## src/rtl/mem_port_arbiter.sv

```systemverilog
// rtl/mem_port_arbiter.sv - two-master arbiter for data-memory port B (optional m1 write protection: MEM_ARB_PROTECT_EN)
module mem_port_arbiter #(
    parameter int DATA_W       = 32,
    parameter int ADDR_W       = 32,
    parameter int RD_LATENCY   = 1,
    parameter int STARVE_LIMIT = 8
) (
    input  logic              clk,
    input  logic              reset,
    input  logic              m0_req,
    input  logic              m0_we,
    input  logic [ADDR_W-1:0] m0_addr,
    input  logic [DATA_W-1:0] m0_wdata,
    output logic              m0_ack,
    output logic [DATA_W-1:0] m0_rdata,
    input  logic              m1_req,
    input  logic              m1_we,
    input  logic [ADDR_W-1:0] m1_addr,
    input  logic [DATA_W-1:0] m1_wdata,
    output logic              m1_ack,
    output logic [DATA_W-1:0] m1_rdata,
`ifdef MEM_ARB_PROTECT_EN
    output logic              m1_err,
`endif
    output logic [ADDR_W-1:0] mem_addr,
    output logic [DATA_W-1:0] mem_wdata,
    output logic              mem_we,
    input  logic [DATA_W-1:0] mem_rdata,
    output logic              owner
);

    localparam int SW = $clog2(STARVE_LIMIT + 1);
    localparam int WW = (RD_LATENCY > 1) ? $clog2(RD_LATENCY) : 1;
    localparam logic [SW-1:0] STARVE_MAX = SW'(STARVE_LIMIT);
    localparam logic [WW-1:0] WAIT_INIT  = WW'(RD_LATENCY - 1);

    typedef enum logic [1:0] {
        S_IDLE  = 2'd0,
        S_ISSUE = 2'd1,
        S_WAIT  = 2'd2,
        S_RESP  = 2'd3
    } state_t;

    state_t            r_state;
    state_t            w_state_nxt;
    logic [SW-1:0]     r_starve_cnt;
    logic [WW-1:0]     r_wait_cnt;
    logic              r_owner;
    logic              r_we;
    logic [ADDR_W-1:0] r_addr;
    logic [DATA_W-1:0] r_wdata;
    logic [DATA_W-1:0] r_m0_rdata;
    logic [DATA_W-1:0] r_m1_rdata;

    logic w_any_req;
    logic w_grant_m1;
    logic w_block;
    logic w_mem_we;
    logic w_m0_ack;
    logic w_m1_ack;
    logic w_m1_err;

    assign w_any_req  = m0_req | m1_req;
    // Starvation override only applies while m1 is actually asking.
    assign w_grant_m1 = m1_req & ((r_starve_cnt == STARVE_MAX) | ~m0_req);

`ifdef MEM_ARB_PROTECT_EN
    // Loader writes into the MMIO or exception-vector windows are suppressed but still acked.
    assign w_block = r_owner & r_we &
                     ((r_addr[31:16] == 16'hffff) | (r_addr[31:16] == 16'h1c09));
`else
    assign w_block = 1'b0;
`endif

    always_ff @(posedge clk or negedge reset) begin
        if (!reset) begin
            r_state <= S_IDLE;
        end else begin
            r_state <= w_state_nxt;
        end
    end

    always_comb begin
        w_state_nxt = r_state;
        w_mem_we    = 1'b0;
        w_m0_ack    = 1'b0;
        w_m1_ack    = 1'b0;
        w_m1_err    = 1'b0;
        case (r_state)
            S_IDLE: begin
                if (w_any_req) begin
                    w_state_nxt = S_ISSUE;
                end
            end
            S_ISSUE: begin
                w_mem_we    = r_we & ~w_block;
                w_state_nxt = r_we ? S_RESP : S_WAIT;
            end
            S_WAIT: begin
                if (r_wait_cnt == '0) begin
                    w_state_nxt = S_RESP;
                end
            end
            S_RESP: begin
                w_m0_ack    = ~r_owner;
                w_m1_ack    = r_owner;
                w_m1_err    = r_owner & w_block;
                w_state_nxt = S_IDLE;
            end
            default: begin
                w_state_nxt = S_IDLE;
            end
        endcase
    end

    always_ff @(posedge clk or negedge reset) begin
        if (!reset) begin
            r_starve_cnt <= '0;
            r_wait_cnt   <= '0;
            r_owner      <= 1'b0;
            r_we         <= 1'b0;
            r_addr       <= '0;
            r_wdata      <= '0;
            r_m0_rdata   <= '0;
            r_m1_rdata   <= '0;
        end else begin
            if (r_state == S_IDLE) begin
                if (w_any_req) begin
                    r_owner <= w_grant_m1;
                    r_we    <= w_grant_m1 ? m1_we    : m0_we;
                    r_addr  <= w_grant_m1 ? m1_addr  : m0_addr;
                    r_wdata <= w_grant_m1 ? m1_wdata : m0_wdata;
                end
                if (!m1_req || w_grant_m1) begin
                    r_starve_cnt <= '0;
                end else if (r_starve_cnt != STARVE_MAX) begin
                    r_starve_cnt <= r_starve_cnt + SW'(1);
                end
            end

            if (r_state == S_ISSUE) begin
                r_wait_cnt <= WAIT_INIT;
            end else if ((r_state == S_WAIT) && (r_wait_cnt != '0)) begin
                r_wait_cnt <= r_wait_cnt - WW'(1);
            end

            // Each master's read data only moves on its own read, so an unacked value survives the other side.
            if ((r_state == S_WAIT) && (r_wait_cnt == '0)) begin
                if (r_owner) begin
                    r_m1_rdata <= mem_rdata;
                end else begin
                    r_m0_rdata <= mem_rdata;
                end
            end
        end
    end

    assign mem_addr  = r_addr;
    assign mem_wdata = r_wdata;
    assign mem_we    = w_mem_we;
    assign owner     = r_owner;
    assign m0_ack    = w_m0_ack;
    assign m1_ack    = w_m1_ack;
    assign m0_rdata  = r_m0_rdata;
    assign m1_rdata  = r_m1_rdata;

`ifdef MEM_ARB_PROTECT_EN
    assign m1_err = w_m1_err;
`else
    logic w_unused;
    assign w_unused = w_m1_err;
`endif

endmodule

```

## config.mk

```make
export PLATFORM = sky130hd
export DESIGN_NAME = mem_port_arbiter
export DESIGN_NICKNAME = d
export VERILOG_FILES = /design/src/rtl/mem_port_arbiter.sv
export SDC_FILE = /design/constraint.sdc
export NUM_CORES = 1
export LEC_CHECK = 0
export ABC_AREA = 0
export CORE_ASPECT_RATIO = 1.2
export CORE_MARGIN = 5
export CORE_UTILIZATION = 40
export DETAILED_ROUTE_END_ITERATION = 8
export PLACE_DENSITY = 0.79
export SETUP_SLACK_MARGIN = 0.5
export SYNTH_ARGS = -nofsm -noshare
export SYNTH_HDL_FRONTEND = slang
export SYNTH_SLANG_ARGS = --single-unit
```

## constraint.sdc

```tcl
create_clock -name clk -period 5.8 [get_ports clk]
set_clock_uncertainty 0.2 [all_clocks]
set_input_delay 0.87 -clock clk [delete_from_list [all_inputs] [get_ports clk]]
set_output_delay 0.87 -clock clk [all_outputs]
set_load 0.005 [all_outputs]
```

# == After elaboration in Yosys (flattened, before gate mapping) ==
# Index checks and enable logic that the tools add are counted.
# word_totals
regBits,137
out_inout_bits,132
input_bits,166
n_memories,0
rom_bits,0
elab_cells,50
latch_bits,0
ramBits,0
# classes
magnitude_cmp,0
mux,14
n_bitwise,6
shifts,0
n_reduce_logical,12
add_sub_neg,2
mul,0
n_div,0
eq_ne,7
# ops
operator,n
$mux W32,2
$reduce_and A2 Y1,5
$mux W4,2
$pmux W2 S4,1
$mux W1,7
$add A4 B1 Y4 const B,1
$eq A2 B2 Y1 const B,2
$eq A4 B4 Y1 const B,1
$mux W2,2
$ne A2 B2 Y1 const B,2
$ne A4 B4 Y1 const B,1
$reduce_bool A2 Y1,2
$not A1 Y1,3
$eq A2 B1 Y1 const B,1
$logic_and A1 B1 Y1,2
$logic_not A2 Y1,1
$or A1 B1 Y1,2
$and A1 B1 Y1,1
$logic_not A1 Y1,1
$logic_or A1 B1 Y1,1
$sub A1 B1 Y1 const B,1

# == Depth between registers and ports, before layout ==
# logic_depth
word_depth,6
ltp_mapped,8
depth_no_buf,5

# == Worst setup path before layout ==
# Ideal clock, no wire load.
# synth_path
path_type,input port to flip-flop
startpoint,input port m0_req
endpoint,register r_addr[10] (netlist: mem_addr[10])
path_buffers,3
stages,6
t_required_ps,5513
setup_slack_ps,3831
setup_time_ps,87
t_arrival_ps,1683
path_cell_list,buf_2 o21ai_1 buf_2 buf_2 nand2_1 o211ai_1
# synth_between
elab_chain_cells,4
elab_cells_between_ends,6
cone_classes,mux (1); bitwise (4); reduce/logical (1)
# synth_lines
element,line_no,text
start: declaration,10,"input logic m0_req,"
$not A1 Y1,65,assign w_grant_m1 = m1_req & ((r_starve_cnt == STARVE_MAX) | ~m0_req);
$or A1 B1 Y1,65,
$and A1 B1 Y1,65,
$mux W32,131,r_addr <= w_grant_m1 ? m1_addr : m0_addr;
end signal: assignment,131,
end: declaration,50,logic [ADDR_W-1:0] r_addr;
# Parallel ways exist; a longest one is shown, timed or not.
# A chain may end at the register's enable or synchronous reset.

# == Worst setup path in the final report ==
# layout_path
startpoint,register r_state[0]
endpoint,register r_addr[18] (netlist: mem_addr[18])
# layout_between
elab_chain_cells,2
# layout_lines
element,line_no,text
start: declaration,44,state_t r_state;
start signal: assignment,79,r_state <= w_state_nxt;
$logic_not A2 Y1,127,if (r_state == S_IDLE) begin
$reduce_and A2 Y1 (no source line),--,
# No other way between the ends.

==> results.toml <==
[status]
status = "finished, final reports clean"

[route]
via_count = 5649
wl_mm = 20.45
via_per_inst = 5.395
wire_per_inst_um = 19.53
dr.pass1.iters = 5
dr.first_iter.drc_count = 330
drtAntennaViolNets = 0
drc = 0

[critical_path]
start_kind = "register"
max_stage_delay_ns = 1.06
slowest_stage = "o21a_2"
path_class = "reg -> reg"
crit_required_ns = 5.91
cp_num_buf_inv = 2
crit_family = "compound AO/OA/AOI/OAI gates"
crit_path_cell_trace = "inv_1, ha_2, buf_4, o21a_2, nand2_1, o211ai_1"
arrival_ns = 3.24
worstPathMaxFanout = 70
endpoint_kind = "register"

[clock_tree]
cts_max_level = 4
cts_root_buffer = "clkbuf_16"
clk_pin_slew_ns = 0.06
cts_tree = "built"
cts_resized = 0
hold_buffers = 0
clk_latency_ns = 0.40
cts.sinks = 137
cts_setup_buffers = 0
cts_buffers = 17
clock_tree.buffer_depth = 2

[synth]
synthAdderAreaFrac_pct = 1.425
synth_mux_area_share_pct = 11.91
synth_compound_area_share_pct = 9.489
syn_inst = 558
synthXorXnorAreaFrac_pct = 0
ys_ff_latch = 137
synth_top_family_by_area = "simple AND/OR/NAND/NOR gates"
yosysWarnings = 0
yosysUniqueCellTypes = 36
syn_area_per_cell_sq_um = 11.01
synth_seq_area_share_pct = 55.79
synthesis.area_sq_mm = 0.006145
synth.net_count = 731
yosys.area_share.simple_pct = 16.58

[die]
fp.dieH_um = 145.8
coreArea_sq_mm = 0.01502
rows = 49
dieArea_sq_mm = 0.01795
die-width_um = 123.1
start_util_pct = 40.91
ioPinCount = 298

[grt]
antenna_found_initial = 0
overflow = 0
grt_max_degree = 73
grt_pass1_vias = 6144
grt_pass1_wl_mm = 32.55
track_usage_pct = 22.86

[worst_hold_path]
hold_path.class = "in -> async"

[timing]
period_needed_ns = 3.134
timing.final.crit_share_pct = 54.03
worst_slew_pin_slew_ns = 1.219
slew_violations = 0
timing.hold.ws_ns = 0.2503
max_freq_ghz = 0.3191
finalSetupTns_ns = 0
hold_viol_final = 0
rsz0062_at_grt = "false"
slew_headroom_pct = 18.76
setup_viol = 0

[run]
drv_cap = 0

[layout]
drive_gt1_share_pct = 12.93
syn_to_final_growth_pct = 59.34
nets = 1004
nFillCells = 1145
antenna_cells = 0

[placement]
hpwl_mm = 14.85
gp_congestion = 0.8724
portBuffers = 297

[power]
pwr_density_cell_mw_per_mm2 = 508.4
leakage_uw = 0.003907
irDropWorstVdd_v = 0.0001945
-- layer usage --
layer  up-vias  global-route usage [%]  routed length, um  share of wire [%]
met1      2730                   27.55               7716                 38
met4         0                   10.14                635                3.1
li1       2562                       -                  -                  -
met5         -                       0                  0                  0
met3        42                   5.365               1783                8.7
met2       315                   38.48              10310                 50
-- worst paths after layout --
check	depth (start not counted)	from	slack, ns	to
setup / recovery	6	r_state[0]$_DFFE_PN0P_	2.67	mem_addr[18]$_DFFE_PN0P_
hold / removal	1	reset	0.25	m1_rdata[21]$_DFFE_PN0P_
setup reg to reg	6	r_state[0]$_DFFE_PN0P_	2.67	mem_addr[18]$_DFFE_PN0P_
hold reg to reg	2	mem_addr[25]$_DFFE_PN0P_	0.29	mem_addr[25]$_DFFE_PN0P_
max in group asynchronous	2	reset	3.77	r_starve_cnt[0]$_DFFE_PN0P_
min in group clk	2	mem_addr[25]$_DFFE_PN0P_	0.29	mem_addr[25]$_DFFE_PN0P_
-- layout by cell type, fill, tap and decap left out, drive strengths merged, types with 2 or more instances in the layout --
cell,count
clkbuf,18
bufinv,3
ha,7
nor2b,2
clkinvlp,3
buf,10
nor2,3
clkdlybuf4s50,295
clkinv,3
nand2,133
nand4,65
o211ai,65
mux2,65
dfrtp,137
o21ai,5
nor3b,2
inv,10
and2,2
-- kinds of logic (layout without fill, tap and decap cells) --
kind of cell,after synthesis,in the layout
simple gates,214,214
flops,137,137
compound gates,78,78
mux,65,65
buf+inv,57,342
fa+ha+maj,7,7
-- through the flow --
stage | total power (uW) | utilization, % | setup slack [ns] | cells | cell area [sq um]
global route | 5297 | 65.18 | 2.397 | 1047 | 9791
global placement | 3804 | 61.15 | 2.580 | 1016 | 9185
detailed placement | 3901 | 61.15 | 2.473 | 1016 | 9185
finish | 4978 | 65.18 | 2.666 | 1047 | 9791
floorplan | 2586 | - | 3.831 | 558 | 6145
CTS | 5043 | 65.18 | 2.590 | 1047 | 9791
-- state kept, by name, indices dropped and copies added, names as in the netlist --
name,count
m0_rdata,32
m1_rdata,32
mem_addr,32
mem_wdata,32
owner,1
r_starve_cnt,4
r_state,2
r_wait_cnt,1
r_we,1
-- cells in the mapped netlist --
cell type	count	area share, %
a21o_1	1	0.12
a221oi_1	1	0.14
a22oi_1	1	0.12
a2bb2oi_1	1	0.14
a32o_1	1	0.16
and2_1	2	0.20
and3_1	1	0.10
and3b_1	1	0.14
buf_1	2	0.12
buf_2	17	1.4
buf_4	8	0.98
buf_6	4	0.73
clkbuf_1	20	1.2
dfrtp_1	137	56
ha_1	7	1.4
inv_1	6	0.37
mux2_1	2	0.37
mux2_2	63	12
nand2_1	133	8.1
nand3b_1	1	0.12
nand4_1	65	6.6
nand4b_1	1	0.14
nor2_1	3	0.18
nor2b_1	2	0.20
nor3_1	1	0.081
nor3b_1	1	0.12
nor3b_2	1	0.20
nor4bb_1	1	0.16
o211ai_1	65	7.9
o21a_1	1	0.12
o21ai_0	1	0.081
o21ai_1	3	0.24
o21ai_2	1	0.14
o31ai_1	1	0.12
o32ai_1	1	0.14
or4b_1	1	0.16
-- final cells by class --
| type | count | area (sq um) | area share, % |
|---|---|---|---|
| timing repair buffer | 305 | 3029 | 30.94 |
| clock buffer | 18 | 439.2 | 4.486 |
| tap | 204 | 255.2 | 2.607 |
| sequential | 137 | 3428 | 35.02 |
| multi-input combinational | 364 | 2450 | 25.02 |
| clock inverter | 13 | 166.4 | 1.700 |
| inverter | 6 | 22.52 | 0.2300 |
-- report_power, final --
part / total, uW / internal [uW] / leakage, uW / switching, uW
Clock: 1110 / 690 / 0.000290 / 419
Sequential: 1700 / 1420 / 0.00167 / 283
Combinational: 2160 / 1310 / 0.00195 / 858
No activity file was read; power rests on OpenSTA's default activity.
